`src/rtl/spi_addr_sequencer_pkg.sv`:
```
// Shared types for the SPI address sequencer.
// Holds the mode, state and direction encodings used by the top module.
package spi_addr_sequencer_pkg;

   typedef enum logic [1:0] {
      MODE_WRAP     = 2'd0,
      MODE_ONESHOT  = 2'd1,
      MODE_PINGPONG = 2'd2,
      MODE_RSVD     = 2'd3
   } mode_e;

   typedef enum logic {
      ST_IDLE = 1'b0,
      ST_RUN  = 1'b1
   } state_e;

   typedef enum logic {
      DIR_UP   = 1'b0,
      DIR_DOWN = 1'b1
   } dir_e;

endpackage

```
`src/rtl/spi_addr_sequencer_if.sv`:
```
// Bus between the serial clock generator / controller and the sequencer.
// Inputs: tick, run enable, start and window config; outputs: address, next, busy, done.
interface spi_addr_sequencer_if #(
   parameter int ADDR_WIDTH = 16,
   parameter int BEAT_WIDTH = 4
);
   logic                  sclkPosEdge;
   logic                  pcEn;
   logic                  start;
   logic [ADDR_WIDTH-1:0] base_addr;
   logic [ADDR_WIDTH-1:0] end_addr;
   logic [BEAT_WIDTH-1:0] beats_per_word;
   logic [1:0]            mode;
   logic [ADDR_WIDTH-1:0] memAddr;
   logic                  next;
   logic                  busy;
   logic                  done;

   modport master (
      output sclkPosEdge, pcEn, start,
      output base_addr, end_addr,
      output beats_per_word, mode,
      input  memAddr, next, busy, done
   );

   modport slave (
      input  sclkPosEdge, pcEn, start,
      input  base_addr, end_addr,
      input  beats_per_word, mode,
      output memAddr, next, busy, done
   );
endinterface

```
`src/rtl/spi_addr_sequencer_beat_counter.sv`:
```
// Counts qualified ticks against the latched beats-per-word value.
// Ports: clk_i, reset_i, clr_i, tick_i, beats_i in; wordDone_o (combinational) out.
module spi_addr_sequencer_beat_counter #(
   parameter int BEAT_WIDTH = 4
) (
   input  logic                  clk_i,
   input  logic                  reset_i,
   input  logic                  clr_i,
   input  logic                  tick_i,
   input  logic [BEAT_WIDTH-1:0] beats_i,
   output logic                  wordDone_o
);

   logic [BEAT_WIDTH-1:0] count_q, count_d;

   assign wordDone_o = tick_i &&
      (count_q == beats_i - BEAT_WIDTH'(1));

   always_comb begin
      count_d = count_q;
      if (clr_i)
         count_d = '0;
      else if (tick_i)
         count_d = wordDone_o ? '0 : count_q + BEAT_WIDTH'(1);
   end

   always_ff @(posedge clk_i) begin
      if (reset_i)
         count_q <= '0;
      else
         count_q <= count_d;
   end

endmodule

```
`src/rtl/spi_addr_sequencer.sv`:
```
// Steps memAddr through [base,end] every beats qualified ticks (wrap/one-shot/ping-pong).
// Ports: clk, reset (sync, active high); bus (slave modport) carries all control and outputs.
module spi_addr_sequencer
   import spi_addr_sequencer_pkg::*;
#(
   parameter int ADDR_WIDTH = 16,
   parameter int BEAT_WIDTH = 4
) (
   input logic                 clk,
   input logic                 reset,
   spi_addr_sequencer_if.slave bus
);

   typedef logic [ADDR_WIDTH-1:0] addr_t;

   state_e                state_q;
   dir_e                  dir_q;
   addr_t                 addr_q;
   logic                  next_q;
   logic                  busy_q;
   logic                  done_q;
   addr_t                 base_q;
   addr_t                 end_q;
   logic [BEAT_WIDTH-1:0] beats_q;
   mode_e                 mode_q;

   addr_t adv_addr_d;
   dir_e  adv_dir_d;
   logic  adv_fin_d;
   logic  tick;
   logic  wordDone;
   logic  is_os;
   logic  is_pp;

   // A tick coincident with start belongs to the old sequence and is dropped.
   assign tick = (state_q == ST_RUN) && bus.pcEn &&
                 bus.sclkPosEdge && !bus.start;

   spi_addr_sequencer_beat_counter #(
      .BEAT_WIDTH(BEAT_WIDTH)
   ) u_beat (
      .clk_i      (clk),
      .reset_i    (reset),
      .clr_i      (bus.start),
      .tick_i     (tick),
      .beats_i    (beats_q),
      .wordDone_o (wordDone)
   );

   // Ping-pong needs an ordered window; otherwise fall back to wrap.
   assign is_os = (mode_q == MODE_ONESHOT);
   assign is_pp = (mode_q == MODE_PINGPONG) && (base_q <= end_q);

   always_comb begin
      adv_addr_d = addr_q + addr_t'(1);
      adv_dir_d  = dir_q;
      adv_fin_d  = 1'b0;
      unique case (1'b1)
         is_os: begin
            if (addr_q == end_q) begin
               adv_addr_d = addr_q;
               adv_fin_d  = 1'b1;
            end
         end
         is_pp: begin
            if (base_q == end_q) begin
               adv_addr_d = addr_q;
            end else if (dir_q == DIR_UP) begin
               if (addr_q == end_q) begin
                  adv_dir_d  = DIR_DOWN;
                  adv_addr_d = addr_q - addr_t'(1);
               end
            end else if (addr_q == base_q) begin
               adv_dir_d = DIR_UP;
            end else begin
               adv_addr_d = addr_q - addr_t'(1);
            end
         end
         default: begin
            if (addr_q == end_q)
               adv_addr_d = base_q;
         end
      endcase
   end

   always_ff @(posedge clk) begin
      if (reset) begin
         state_q <= ST_IDLE;
         dir_q   <= DIR_UP;
         addr_q  <= '0;
         next_q  <= 1'b0;
         busy_q  <= 1'b0;
         done_q  <= 1'b0;
         base_q  <= '0;
         end_q   <= '0;
         beats_q <= '0;
         mode_q  <= MODE_WRAP;
      end else begin
         next_q <= 1'b0;
         done_q <= 1'b0;
         if (bus.start) begin
            base_q  <= bus.base_addr;
            end_q   <= bus.end_addr;
            beats_q <= (bus.beats_per_word == '0) ?
                       BEAT_WIDTH'(1) : bus.beats_per_word;
            mode_q  <= mode_e'(bus.mode);
            addr_q  <= bus.base_addr;
            dir_q   <= DIR_UP;
            state_q <= ST_RUN;
            busy_q  <= 1'b1;
         end else if (wordDone) begin
            next_q <= 1'b1;
            addr_q <= adv_addr_d;
            dir_q  <= adv_dir_d;
            if (adv_fin_d) begin
               done_q  <= 1'b1;
               state_q <= ST_IDLE;
               busy_q  <= 1'b0;
            end
         end
      end
   end

   assign bus.memAddr = addr_q;
   assign bus.next    = next_q;
   assign bus.busy    = busy_q;
   assign bus.done    = done_q;

endmodule

```
`src/flat_wrapper.sv`:
```
// flat-port wrapper written by rule: the top's interface ports become plain ports
module spi_addr_sequencer_flat import spi_addr_sequencer_pkg::*;
#(
   parameter int ADDR_WIDTH = 16,
   parameter int BEAT_WIDTH = 4
)
  (clk, reset, bus_sclkPosEdge, bus_pcEn, bus_start, bus_base_addr, bus_end_addr, bus_beats_per_word, bus_mode, bus_memAddr, bus_next, bus_busy, bus_done);
  spi_addr_sequencer_if #(.ADDR_WIDTH(ADDR_WIDTH), .BEAT_WIDTH(BEAT_WIDTH)) bus_i ();
  input logic clk;
  input logic reset;
  input wire logic [$bits(bus_i.sclkPosEdge)-1:0] bus_sclkPosEdge;
  input wire logic [$bits(bus_i.pcEn)-1:0] bus_pcEn;
  input wire logic [$bits(bus_i.start)-1:0] bus_start;
  input wire logic [$bits(bus_i.base_addr)-1:0] bus_base_addr;
  input wire logic [$bits(bus_i.end_addr)-1:0] bus_end_addr;
  input wire logic [$bits(bus_i.beats_per_word)-1:0] bus_beats_per_word;
  input wire logic [$bits(bus_i.mode)-1:0] bus_mode;
  output wire logic [$bits(bus_i.memAddr)-1:0] bus_memAddr;
  output wire logic [$bits(bus_i.next)-1:0] bus_next;
  output wire logic [$bits(bus_i.busy)-1:0] bus_busy;
  output wire logic [$bits(bus_i.done)-1:0] bus_done;
  assign bus_i.sclkPosEdge = bus_sclkPosEdge;
  assign bus_i.pcEn = bus_pcEn;
  assign bus_i.start = bus_start;
  assign bus_i.base_addr = bus_base_addr;
  assign bus_i.end_addr = bus_end_addr;
  assign bus_i.beats_per_word = bus_beats_per_word;
  assign bus_i.mode = bus_mode;
  assign bus_memAddr = bus_i.memAddr;
  assign bus_next = bus_i.next;
  assign bus_busy = bus_i.busy;
  assign bus_done = bus_i.done;
  spi_addr_sequencer #(.ADDR_WIDTH(ADDR_WIDTH), .BEAT_WIDTH(BEAT_WIDTH)) u_core (.clk(clk), .reset(reset), .bus(bus_i));
endmodule
```
`config.mk`:
```
export PLATFORM = sky130hd
export DESIGN_NAME = spi_addr_sequencer_flat
export DESIGN_NICKNAME = d
export VERILOG_FILES = /design/src/rtl/spi_addr_sequencer_pkg.sv /design/src/rtl/spi_addr_sequencer_if.sv /design/src/rtl/spi_addr_sequencer_beat_counter.sv /design/src/rtl/spi_addr_sequencer.sv /design/src/flat_wrapper.sv
export SDC_FILE = /design/constraint.sdc
export NUM_CORES = 1
export LEC_CHECK = 0
export CORE_UTILIZATION = 55
export CTS_BUF_LIST = sky130_fd_sc_hd__clkbuf_8 sky130_fd_sc_hd__clkbuf_16
export CTS_CLUSTER_SIZE = 28
export DETAILED_ROUTE_END_ITERATION = 8
export HOLD_SLACK_MARGIN = 0.12
export PLACE_DENSITY = 0.82
export SLEW_MARGIN = 20
export SYNTH_ARGS = -nofsm -noshare
export SYNTH_HDL_FRONTEND = slang
export SYNTH_SLANG_ARGS = --single-unit
```
`constraint.sdc`:
```
create_clock -name clk -period 7 [get_ports clk]
set_input_delay 2.1 -clock clk [delete_from_list [all_inputs] [get_ports clk]]
set_output_delay 2.1 -clock clk [all_outputs]
set_load 0.05 [all_outputs]
```
### Word-level counts from Yosys, hierarchy flattened

Cells that the tools add are included.

* mux-type cells: 20
* bitwise logic cells: 2
* reduce and logical (&&, ||, !) cells: 14
* add/sub/neg operators: 4
* equal/unequal tests: 8
* order comparisons: 1

Operators by type and width (count)
* $mux 16: 8
* $eq 16x16->1: 3
* $pmux 16 s2: 1
* $add 16x1->16 const B: 1
* $le 16x16->1: 1
* $sub 16x1->16 const B: 1
* $mux 1: 9
* $mux 4: 2
* $ne 3x3->1 const B: 2
* $reduce_and 3->1: 2
* $logic_and 1x1->1: 5
* $add 4x1->4 const B: 1
* $eq 4x4->1: 1
* $logic_not 4->1: 1
* $reduce_bool 2->1: 2
* $sub 4x1->4 const B: 1
* $reduce_or 3->1: 1
* $eq 2x1->1 const B: 1
* $eq 2x2->1 const B: 1
* $not 1->1: 2
* $reduce_and 2->1: 1
* $reduce_or 2->1: 1
* $logic_not 1->1: 1

* bits of input ports: 43
* bits in registers: 62
* output and inout bits: 19
* logic and storage cells: 59

### Logic depth before layout (Yosys ltp)

* word-level depth: 7
* gate-level depth with buffers: 11
* depth with buffers taken out: 9

### Hierarchy

A second synthesis with hierarchy kept.

* cell total of the unflattened synthesis: 536
* area, all modules: 4418.0 µm²

By module, submodules not included
* spi_addr_sequencer: area each 4129.0 µm², seq. area each 1161.1 µm², times used 1, cells an instance 507
* spi_addr_sequencer_beat_counter: area each 289.0 µm², seq. area each 80.1 µm², times used 1, cells an instance 29

### Worst setup path before layout

No wires, ideal clock.

* path kind: input-to-reg
* from: input bus_start
* to: register u_core.addr_q[13] (netlist: u_core.bus.memAddr[13])
* stages on the path: 10
* path buffers: 3
* library setup time: 0.134 ns
* data required time: 6.866 ns
* data arrival time: 3.837 ns
* slack: 3.029 ns
* cell sequence: clkbuf_1 > inv_2 > and4_1 > buf_2 > nand4_1 > a211o_1 > buf_2 > a22o_1 > o32ai_1 > a211oi_1

* cells in the longest elaborated chain, start to end: 5
* elaborated cells between the ends (all ways): 8
* classes of those cells: eq/ne: 2; mux: 1; reduce/logical: 5

Ends and longest elaborated chain
* from (decl): line flat_wrapper.sv:13 `input wire logic [$bits(bus_i.start)-1:0] bus_start;`
* $logic_not 1->1: line spi_addr_sequencer.sv:37 `bus.sclkPosEdge && !bus.start;`
* $logic_and 1x1->1: line spi_addr_sequencer.sv:37
* $logic_and 1x1->1: line spi_addr_sequencer_beat_counter.sv:16 `assign wordDone_o = tick_i &&`
* $reduce_bool 2->1 (no line)
* $reduce_and 3->1 (no line)
* to (signal assigned): line spi_addr_sequencer.sv:107 `addr_q <= bus.base_addr;`
* to (signal assigned): line spi_addr_sequencer.sv:113 `addr_q <= adv_addr_d;`
* to (decl): line spi_addr_sequencer.sv:18 `addr_t addr_q;`

Several ways; a longest one is shown, not always the timed one.
A chain may end at the register's enable or synchronous reset.

### Worst setup path in the final report

* from: input bus_sclkPosEdge
* to: register u_core.addr_q[10] (netlist: u_core.bus.memAddr[10])

* cells in the longest elaborated chain, start to end: 5

Ends and longest elaborated chain
* from (decl): line flat_wrapper.sv:11 `input wire logic [$bits(bus_i.sclkPosEdge)-1:0] bus_sclkPosEdge;`
* $logic_and 1x1->1: line spi_addr_sequencer.sv:36 `assign tick = (state_q == ST_RUN) && bus.pcEn &&`
* $logic_and 1x1->1: line spi_addr_sequencer.sv:37
* $logic_and 1x1->1: line spi_addr_sequencer_beat_counter.sv:16
* $reduce_bool 2->1 (no line)
* $reduce_and 3->1 (no line)

No other way between the ends.

==> summary.md <==
| Metric | Value |
|---|---|
| Outcome | completed |
| Slew Limit Fails | 0 |
| Vias in the first global route | around 4.3k |
| DR iter-0 viols | 580 |
| CTS buffer count | 9 |
| Post-synth ARST share | 0% |
| Pre-antenna DRT Iters | 7 |
| Sw frac | between 30% and 40% |
| TritonCTS clock tree | done |
| FF/Latch Area | between 0.001 and 0.0015 mm2 |
| Syn Std Cell Area | ~0.0046 mm2 |
| Worst EP arrival | about 4.8 ns |
| Total core area | just under 0.008 mm2 |
| Syn_nets | 618 |
| Fill count | roughly 640 |
| Clock tree sinks | 62 |
| Final hold viol count | 0 |
| Max-Cap Viols | 0 |
| # hold bufs at CTS | 0 |
| Total power | about 0.98 mW |
| Actual slew at the worst max-slew pin | around 1.1 ns |
| Unrepaired setup endpoints after global routing | false |
| Flop-to-flop setup slack | 3.38 ns |
| EDFF count, synth | 0 |
| # setup viols final | 0 |
| Vert. Die Dim | about 93 um |
| Initial core utilization | about three fifths |
| Main synth FF type | dfxtp_1 |
| Post-Route WL | 13.74 mm |
| DP HPWL | 9.700 mm |
| Drt via density | around 6.6 |
| Psw | ~0.33 mW |
| Minimum clock period after layout | approximately 4.6 ns |
| DRC Markers | 0 |
| Layout cells sized above 1 | 6.419% |
| Rel. slew slack | around 29% |
| Max Clk Rate | ~220 MHz |
| I/O Pins | 62 |
| Hold crit path type | reg2reg |
| Nets | 650 |
| Port buffer count | 61 |
| Total Routing Usage GR | between 30% and 40% |
| WHS | around 0.52 ns |
| Crit Path Max Fanout | 13 |
| Clock share of power | roughly a third |
| Reg2reg start | u_core.bus.memAddr[6]$_SDFFE_PP0P_ |
| Reg clk slew, reported paths | 0.08 ns |
| Leakage power | between 2 and 2.5 nW |
| Congestion Overflow GR | 0 |
| WS Path Type | in2reg |
| Die ar. | between 0.008 and 0.009 mm2 |
| Area growth syn-to-layout | 15.96% |
| Synth cell types | 75 |
| Std-Cell Rows | 32 |
| Flop pwr share | between 40% and 50% |
| Ys Warns | 0 |
| Setup crit start | bus_sclkPosEdge |
| Drt wl/cell | a little under 20 um |
| CTS root buf | clkbuf_8 |
| Worst Path Required | just over 7 ns |
| Chip Width | between 90 and 100 um |
| Final period util | 66.01% |
| Layout Skew | 0.009868 ns |
| Buffer depth of the longest clock path | 2 |
| Multi-input logic area | 0.003007 mm2 |
| Skew-Pair Late Insertion Delay | 0.36 ns |
| Vias after detailed routing | roughly 4.6k |
| Seq cells post-synth | between 60 and 70 |
| Avg Cell Area, Syn | slightly above 8 um2 |
| Worst Setup Start Kind | primary input |
| Power density cells | around 180 mW/mm2 |
| Largest net degree at the start of global routing | 60 |
| Post-DRT Antenna Nets | 0 |
| Hold_sp | u_core.beats_q[0]$_SDFFE_PP0P_ |
| VDD IR-drop max | 0.0001052 V |
| Worst setup EP type | register |
| Post-synthesis instance total | between 500 and 600 |
| Comb power frac | about 24% |
| H-tree levels | 3 |
| First-pass GRT wire length | 21.80 mm |
| RD Place Congestion | ~0.95 |
| ANT cells | 0 |
| Internal | ~0.65 mW |
| Postcts setup bufs | 0 |
| Sequential fraction of the synthesis area | between 20 and 30% |
| PostCTS Resize Cnt | 0 |
| Setup TNS | 0 ns |
| Antenna violations before repair | 0 |
stage by stage:
step / cells / utilization [%] / area (um2) / setup WS (ns)
finish: 694 / 67.32 / 5310 / 2.379
global route: 694 / 67.32 / 5310 / 2.299
floorplan: 555 / - / 4579 / 3.029
global placement: 678 / 64.75 / 5107 / 2.335
CTS: 694 / 67.29 / 5308 / 2.553
detailed placement: 678 / 64.75 / 5107 / 2.170
power groups by stage:
stage                     clock (mW)  sequential, mW  combinational [mW]
final                          0.329           0.413               0.236
after global routing           0.350           0.415               0.255
after CTS                      0.333           0.411               0.232
after detailed placement           0           0.419               0.230
after global placement             0           0.419               0.222
after floorplan                    0           0.417               0.157
critical path: stages:
cell	delay (ns)
clkdlybuf4s50_1	0.45
and4_1	0.31
nand4_1	0.30
a211oi_2	0.92
o21ai_0	0.18
o32ai_1	0.41
a211oi_1	0.15
logic make-up (layout without fill, tap and decap cells):
group	count (synthesis)	in the layout	synth area share [%]
and+or+nand+nor	182	182	20.93
AOI/OAI and AO/OA	121	121	19.95
muxes	35	35	7.650
DFF	62	62	27.10
xor gates and xnor gates	61	61	11.67
adders and majority gates	20	20	5.464
buffers and inverters	74	111	7.240
cell usage after synthesis (4+ instances only):
| library cell | n | area (um2) |
|---|---|---|
| nand3_1 | 19 | 95.09 |
| ha_1 | 20 | 250.2 |
| o31ai_1 | 5 | 37.54 |
| inv_1 | 32 | 120.1 |
| clkbuf_1 | 18 | 67.56 |
| nor2_1 | 59 | 221.5 |
| xor2_1 | 33 | 289.0 |
| mux2i_1 | 35 | 350.3 |
| o22ai_1 | 4 | 25.02 |
| nand2_1 | 30 | 112.6 |
| buf_2 | 16 | 80.08 |
| a211oi_1 | 14 | 105.1 |
| o21ai_0 | 15 | 75.07 |
| nor4_1 | 9 | 56.30 |
| dfxtp_1 | 62 | 1241 |
| nand4_1 | 14 | 87.58 |
| xnor2_1 | 28 | 245.2 |
| a21oi_1 | 29 | 145.1 |
| and3_1 | 7 | 43.79 |
| nor3_1 | 13 | 65.06 |
| a221oi_1 | 6 | 52.55 |
| or3_1 | 6 | 37.54 |
path summary, 6_finish.rpt:
path	end	depth (start not counted)
worst max-delay path	u_core.bus.memAddr[10]$_SDFFE_PP0P_	7
worst min-delay path	u_core.beats_q[0]$_SDFFE_PP0P_	2
worst max register to register	u_core.bus.memAddr[8]$_SDFFE_PP0P_	7
worst min register to register	u_core.beats_q[0]$_SDFFE_PP0P_	2
layer usage:
layer | vias to the layer above | global-route usage (%) | wire, um
met4 | 0 | 18.85 | 656
met3 | 72 | 5.691 | 1252
met1 | 2078 | 41.25 | 5643
li1 | 2069 | - | -
met2 | 336 | 52.51 | 6186
met5 | - | 0 | 0
sequential cells by signal, summed over array words and instances (netlist names):
register / cells
u_core.bus.memAddr: 16
u_core.base_q: 16
u_core.mode_q: 2
u_core.u_beat.count_q: 4
u_core.dir_q: 1
u_core.bus.next: 1
u_core.end_q: 16
u_core.bus.busy: 1
u_core.beats_q: 4
u_core.bus.done: 1
cell type report:
cell class	count	area share, %
multi-input cells	419	56.62
flip-flops and latches	62	23.37
repair buffers	62	11.50
clock buffers	10	2.592
well taps	102	2.403
inverters	33	2.333
clock inverters	6	1.178
cells in the final DEF, fill, tap and decap left out, types with 4 or more instances in the layout:
cell type        count
dfxtp_1             62
nor2_1              59
clkdlybuf4s50_1     59
mux2i_1             35
inv_1               33
xor2_1              33
nand2_1             30
a21oi_1             29
xnor2_1             28
ha_1                20
nand3_1             19
o21ai_0             15
nand4_1             14
a211oi_1            14
nor3_1              13
clkbuf_8            10
nor4_1               9
and3_1               7
or3_1                6
a221oi_1             6
o31ai_1              5
o22ai_1              4
No activity file was read; power rests on OpenSTA's default activity.
